File: src/rtl/enemy_ai_ctrl.sv
// Enemy behaviour controller: an LFSR-driven Moore FSM that picks move,
// attack, defend or evade actions from player and bullet proximity.
module enemy_ai_ctrl #(
    parameter int          POS_WIDTH    = 11,
    parameter int          NEAR_DIST    = 64,
    parameter int          HOLD_TICKS   = 8,
    parameter int          ATK_COOLDOWN = 16,
    parameter logic [15:0] LFSR_SEED    = 16'hACE1
) (
    input  logic                        clk,
    input  logic                        rst,
    input  logic                        i_en,
    input  logic                        i_tick,
    input  logic signed [POS_WIDTH-1:0] i_player_x,
    input  logic signed [POS_WIDTH-1:0] i_enemy_x,
    input  logic signed [POS_WIDTH-1:0] i_goodbullet_x,
    input  logic                        i_goodbullet_isE,
    output logic                        o_right,
    output logic                        o_left,
    output logic                        o_jump,
    output logic                        o_squat,
    output logic                        o_attack,
    output logic                        o_defend,
    output logic [2:0]                  o_state
);

    localparam logic [2:0] IDLE   = 3'd0;
    localparam logic [2:0] DECIDE = 3'd1;
    localparam logic [2:0] MOVE   = 3'd2;
    localparam logic [2:0] ATTACK = 3'd3;
    localparam logic [2:0] DEFEND = 3'd4;
    localparam logic [2:0] EVADE  = 3'd5;

    localparam int DW = POS_WIDTH + 1;
    localparam int NW = DW + 1;
    localparam int HW = (HOLD_TICKS > 1) ? $clog2(HOLD_TICKS) : 1;
    localparam int CW = (ATK_COOLDOWN > 0) ? $clog2(ATK_COOLDOWN + 1) : 1;

    localparam logic [15:0]   SEED      = (LFSR_SEED == 16'h0000) ? 16'h0001 : LFSR_SEED;
    localparam logic [15:0]   POLY      = 16'hB400;
    localparam logic [NW-1:0] NEAR      = NW'(NEAR_DIST);
    localparam logic [HW-1:0] HOLD_LOAD = HW'(HOLD_TICKS - 1);
    localparam logic [CW-1:0] CD_LOAD   = CW'(ATK_COOLDOWN);

    logic [2:0]    state;
    logic [2:0]    state_nxt;
    logic [HW-1:0] hold;
    logic [CW-1:0] atk_cd;
    logic [15:0]   lfsr;
    logic          dir_right;
    logic          dir_left;
    logic          evade_jump;

    logic signed [DW-1:0] dx;
    logic signed [DW-1:0] db;
    logic [DW-1:0]        abs_dx;
    logic [DW-1:0]        abs_db;
    logic                 bullet_near;
    logic                 player_near;
    logic                 holding;
    logic                 hold_done;

    // One extra bit keeps the full +/- span of the difference without wrap.
    assign dx = {i_player_x[POS_WIDTH-1], i_player_x}
              - {i_enemy_x[POS_WIDTH-1], i_enemy_x};
    assign db = {i_goodbullet_x[POS_WIDTH-1], i_goodbullet_x}
              - {i_enemy_x[POS_WIDTH-1], i_enemy_x};

    assign abs_dx = dx[DW-1] ? $unsigned(-dx) : $unsigned(dx);
    assign abs_db = db[DW-1] ? $unsigned(-db) : $unsigned(db);

    assign bullet_near = i_goodbullet_isE && ({1'b0, abs_db} < NEAR);
    assign player_near = ({1'b0, abs_dx} <= NEAR);

    assign holding   = (state == MOVE) || (state == DEFEND) || (state == EVADE);
    assign hold_done = i_tick && (hold == '0);

    always_comb begin
        state_nxt = state;
        if (!i_en) begin
            state_nxt = IDLE;
        end else begin
            unique case (state)
                IDLE: state_nxt = DECIDE;
                DECIDE: begin
                    if (bullet_near)
                        state_nxt = DEFEND;
                    else if (player_near && (atk_cd == '0))
                        state_nxt = ATTACK;
                    else if (lfsr[1:0] == 2'b00)
                        state_nxt = EVADE;
                    else
                        state_nxt = MOVE;
                end
                MOVE, DEFEND, EVADE: begin
                    if (hold_done)
                        state_nxt = DECIDE;
                end
                ATTACK: state_nxt = DECIDE;
                default: state_nxt = IDLE;
            endcase
        end
    end

    always_ff @(posedge clk or posedge rst) begin
        if (rst) begin
            lfsr <= SEED;
        end else if (i_tick) begin
            lfsr <= lfsr[0] ? ((lfsr >> 1) ^ POLY) : (lfsr >> 1);
        end
    end

    always_ff @(posedge clk or posedge rst) begin
        if (rst) begin
            state <= IDLE;
        end else begin
            state <= state_nxt;
        end
    end

    always_ff @(posedge clk or posedge rst) begin
        if (rst) begin
            hold   <= '0;
            atk_cd <= '0;
        end else if (!i_en) begin
            hold   <= '0;
            atk_cd <= '0;
        end else begin
            if (state == DECIDE)
                hold <= HOLD_LOAD;
            else if (holding && i_tick && (hold != '0))
                hold <= hold - HW'(1);

            // The reload on the attack cycle wins over a coincident tick.
            if (state == ATTACK)
                atk_cd <= CD_LOAD;
            else if (i_tick && (atk_cd != '0))
                atk_cd <= atk_cd - CW'(1);
        end
    end

    always_ff @(posedge clk or posedge rst) begin
        if (rst) begin
            dir_right  <= 1'b0;
            dir_left   <= 1'b0;
            evade_jump <= 1'b0;
        end else if (state == DECIDE) begin
            if (state_nxt == MOVE) begin
                dir_right <= !dx[DW-1] && (dx != '0);
                dir_left  <= dx[DW-1];
            end
            if (state_nxt == EVADE)
                evade_jump <= lfsr[2];
        end
    end

    assign o_state  = state;
    assign o_right  = (state == MOVE) && dir_right;
    assign o_left   = (state == MOVE) && dir_left && !dir_right;
    assign o_jump   = (state == EVADE) && evade_jump;
    assign o_squat  = (state == EVADE) && !evade_jump;
    assign o_attack = (state == ATTACK);
    assign o_defend = (state == DEFEND);

endmodule

File: config.mk
export PLATFORM = sky130hd
export DESIGN_NAME = enemy_ai_ctrl
export DESIGN_NICKNAME = d
export VERILOG_FILES = /design/src/rtl/enemy_ai_ctrl.sv
export SDC_FILE = /design/constraint.sdc
export NUM_CORES = 1
export LEC_CHECK = 0
export ABC_AREA = 1
export CORE_MARGIN = 5
export CORE_UTILIZATION = 35
export DETAILED_ROUTE_END_ITERATION = 7
export HOLD_SLACK_MARGIN = 0.02
export RECOVER_POWER = 50
export SKIP_CTS_REPAIR_TIMING = 1
export SLEW_MARGIN = 30
export SYNTH_ARGS = -nofsm -noshare
export SYNTH_HDL_FRONTEND = slang
export SYNTH_SLANG_ARGS = --single-unit
File: constraint.sdc
create_clock -name clk -period 4.2 [get_ports clk]
set_input_delay 0.84 -clock clk [delete_from_list [all_inputs] [get_ports clk]]
set_output_delay 0.84 -clock clk [all_outputs]
set_load 0.01 [all_outputs]
==> results of run 1 <==
## power by group through the flow
stage | registers (mW) | clock network [mW] | logic [mW]
final | 0.455 | 0.242 | 0.799
after global routing | 0.467 | 0.262 | 0.917
after CTS | 0.455 | 0.250 | 0.808
after detailed placement | 0.460 | 0 | 0.804
after global placement | 0.459 | 0 | 0.785
after floorplan | 0.451 | 0 | 0.615
## metal layers
| layer | global-route usage | wire (um) |
|---|---|---|
| met5 | 0 | 0 |
| met4 | 0.0307 | 61 |
| met3 | 0.0258 | 288 |
| met2 | 0.224 | 3400 |
| met1 | 0.181 | 3900 |
## cell type report
cell class	count	area, um2
fillers	987	5270
multi-input cells	405	2180
flip-flops and latches	30	761
repair buffers	48	472
inverters	94	353
well taps	129	161
clock buffers	6	82.6
clock inverters	2	12.5
## registers in the layout (all words and copies together) (netlist names)
name        cells
atk_cd          5
dir_left        1
o_state         3
hold            3
dir_right       1
evade_jump      1
lfsr           16
## synth_stat cells (all sizes together)
cell / instances
o211ai: 3
xnor2: 5
buf: 3
nor2: 54
nand3: 41
a21boi: 1
dfstp: 8
dfrtp: 22
a31oi: 2
a22oi: 1
a21oi: 20
ha: 27
fa: 2
nand2: 185
nand3b: 4
o21ai: 37
inv: 94
nor3b: 1
o21bai: 3
nand4: 12
clkbuf: 4
nand2b: 1
nor3: 2
xor2: 4
## cell families after synthesis
logic type / count (synthesis) / share of synthesized area
xor+xnor: 9 / 0.0236
buf+inv: 101 / 0.122
flops: 30 / 0.227
fa+ha+maj: 29 / 0.113
simple gates: 300 / 0.395
compound gates: 67 / 0.119
## final timing paths
path                       depth (start not counted)           from  slack, ps         end
setup / recovery                                  20  i_player_x[0]        520  o_state[2]
hold / removal                                     2       lfsr[11]        470    lfsr[11]
setup reg to reg                                  13      atk_cd[0]       2370  o_state[2]
hold reg to reg                                    2       lfsr[11]        470    lfsr[11]
max in group asynchronous                          3            rst       1760   atk_cd[3]
min in group asynchronous                          3            rst       1530     lfsr[4]
## worst reg2reg max path, stage by stage (launching register included)
cell and delay, ps:
dfrtp_1 360, inv_1 130, ha_1 160, nand3_1 70, inv_1 110, nand2_1 60, inv_1 40, nand2_1 40
nor2_1 120, nand3_2 130, a21boi_1 200, nor2_1 90, a21oi_1 120, nor2_1 50
## per-stage QoR
step / power (mW) / util / cell area, um2 / setup WS (ps)
final: 1.50 / 0.433 / 4020 / 525
after global routing: 1.65 / 0.433 / 4020 / 278
after CTS: 1.51 / 0.433 / 4020 / 532
after detailed placement: 1.26 / 0.423 / 3930 / 213
after global placement: 1.24 / 0.423 / 3930 / 341
after floorplan: 1.07 / - / 3350 / 1030
==> reports/results.txt, run 1 <==
Initial Util - 0.360
Setup TNS - 0 ps
CP startpoint kind - input pin
Switching Fraction - 0.436
CTS root buf - clkbuf_8
Die ar. - 11,600 um2
Pre-antenna DRT Iters - 4
I/O Buffers - 46
Sw power - 0.652 mW
Combinational cell fraction of total power - 0.534
Failing checks - max-capacitance violations, max-slew violations
Netlist cell types - 35
Crit Path Class - in2reg
Core box area - 9280 um2
Commonest non-fill, non-tap cell in the layout - nand2_1
DRT Wirelength - 7650 um
Clock latency on the worst-skew pair - 280 ps
Residual DRC - 0
Crit path capture type - register
Slowest library cell on the worst path - fa_1
CTS Sinks - 30
Fmax - 272 MHz
Global-route wire length before repair - 13,100 um
Pins Over Slew Limit - 31
Status - complete, but fails checks
Max incr delay on CP - 550 ps
Leak - 2.06 nW
Synth warnings - 0
Worst path most repeated cell - nor2_1
Rel. slew slack - -0.0364
Top-area cell type share of the netlist area - 0.190
Share of layout cells above drive strength 1 - 0.0906
Clock power share - 0.162
Die X - 108 um
Finished Layout Cells - 714
Commonest non-fill, non-tap cells in the layout - 169 x nand2_1, 92 x inv_1, 48 x nor2_1
All-Layer GR Usage - 0.135
Routability Congestion - 0.834
Synth area leader - nand2_1
Hold Fails Final Rpt - 0
Syn Area/Cell - 6.24 um2
Sequential share of power - 0.304
Initial antenna violation count - 0
Total CTS buffers - 5
Unrepaired setup endpoints after global routing - false
H-tree depth - 2
First DRT Iteration DRCs - 138
WL/cell - 10.7 um
Setup Skew - 4.35 ps
Delay-heaviest family, CP - simple AND/OR/NAND/NOR gates
Antenna-violating nets left - 0
Critical Path AT - 3820 ps
P_int - 0.844 mW
Synth top area cells - nand2_1 19%, dfrtp_1 16%, inv_1 10%
Buf/Inv on CP - 3
Final setup fails - 0
Clk slew on worst S/H paths - 60 ps
Post-synthesis cell area - 3350 um2
Gate Count Post-Synth - 536
Min-delay worst type - reg2reg
Largest net degree at the start of global routing - 31
Tmin final - 3680 ps
Crit-path cells - clkdlybuf4s50_1, inv_1, ha_1, fa_1, ha_1, inv_1, nor2_1, nand2_1, nor2_2, nand2_2, nor2_4, nor2_1, nand2_1, nand2_1, nor2_2, nand3_2, a21boi_1, nor2_1, a21oi_1, nor2_1
Max-cap violations - 1
Sequential element share of the synthesized area - 0.227
CP max FO - 4
Fin nets - 651
Detailed-route via count - 3,289
Vias in the first global route - 3,107
Area Growth Syn to Fin - 20.1%
Slew @ Worst Pin - 1550 ps
Max Root-Sink Buffers - 2
Hpwl dp - 6490 um
CTS tree - done
Net count after synthesis - 603
Routed vias/inst - 4.61
Fin crit share - 0.875
Peak supply drop - 0.000149 V
Worst Hold Slack - 473 ps
Synthesis-stage register bit count - 30
Placed Cells - 706
Total gr overflow - 0
Die Y-Extent - 108 um
IO Count - 47
CP required - 4350 ps
Ant diodes - 0
FP Rows - 35
PD cells - 372 nW/um2
No activity file was read; power rests on OpenSTA's default activity.
==> run 2, diff against run 1 <==
Settings changed: TNS_END_PERCENT set to 1.
==> results of run 2 <==
The final DEF is identical to that of run 1; final timing and power are the same.
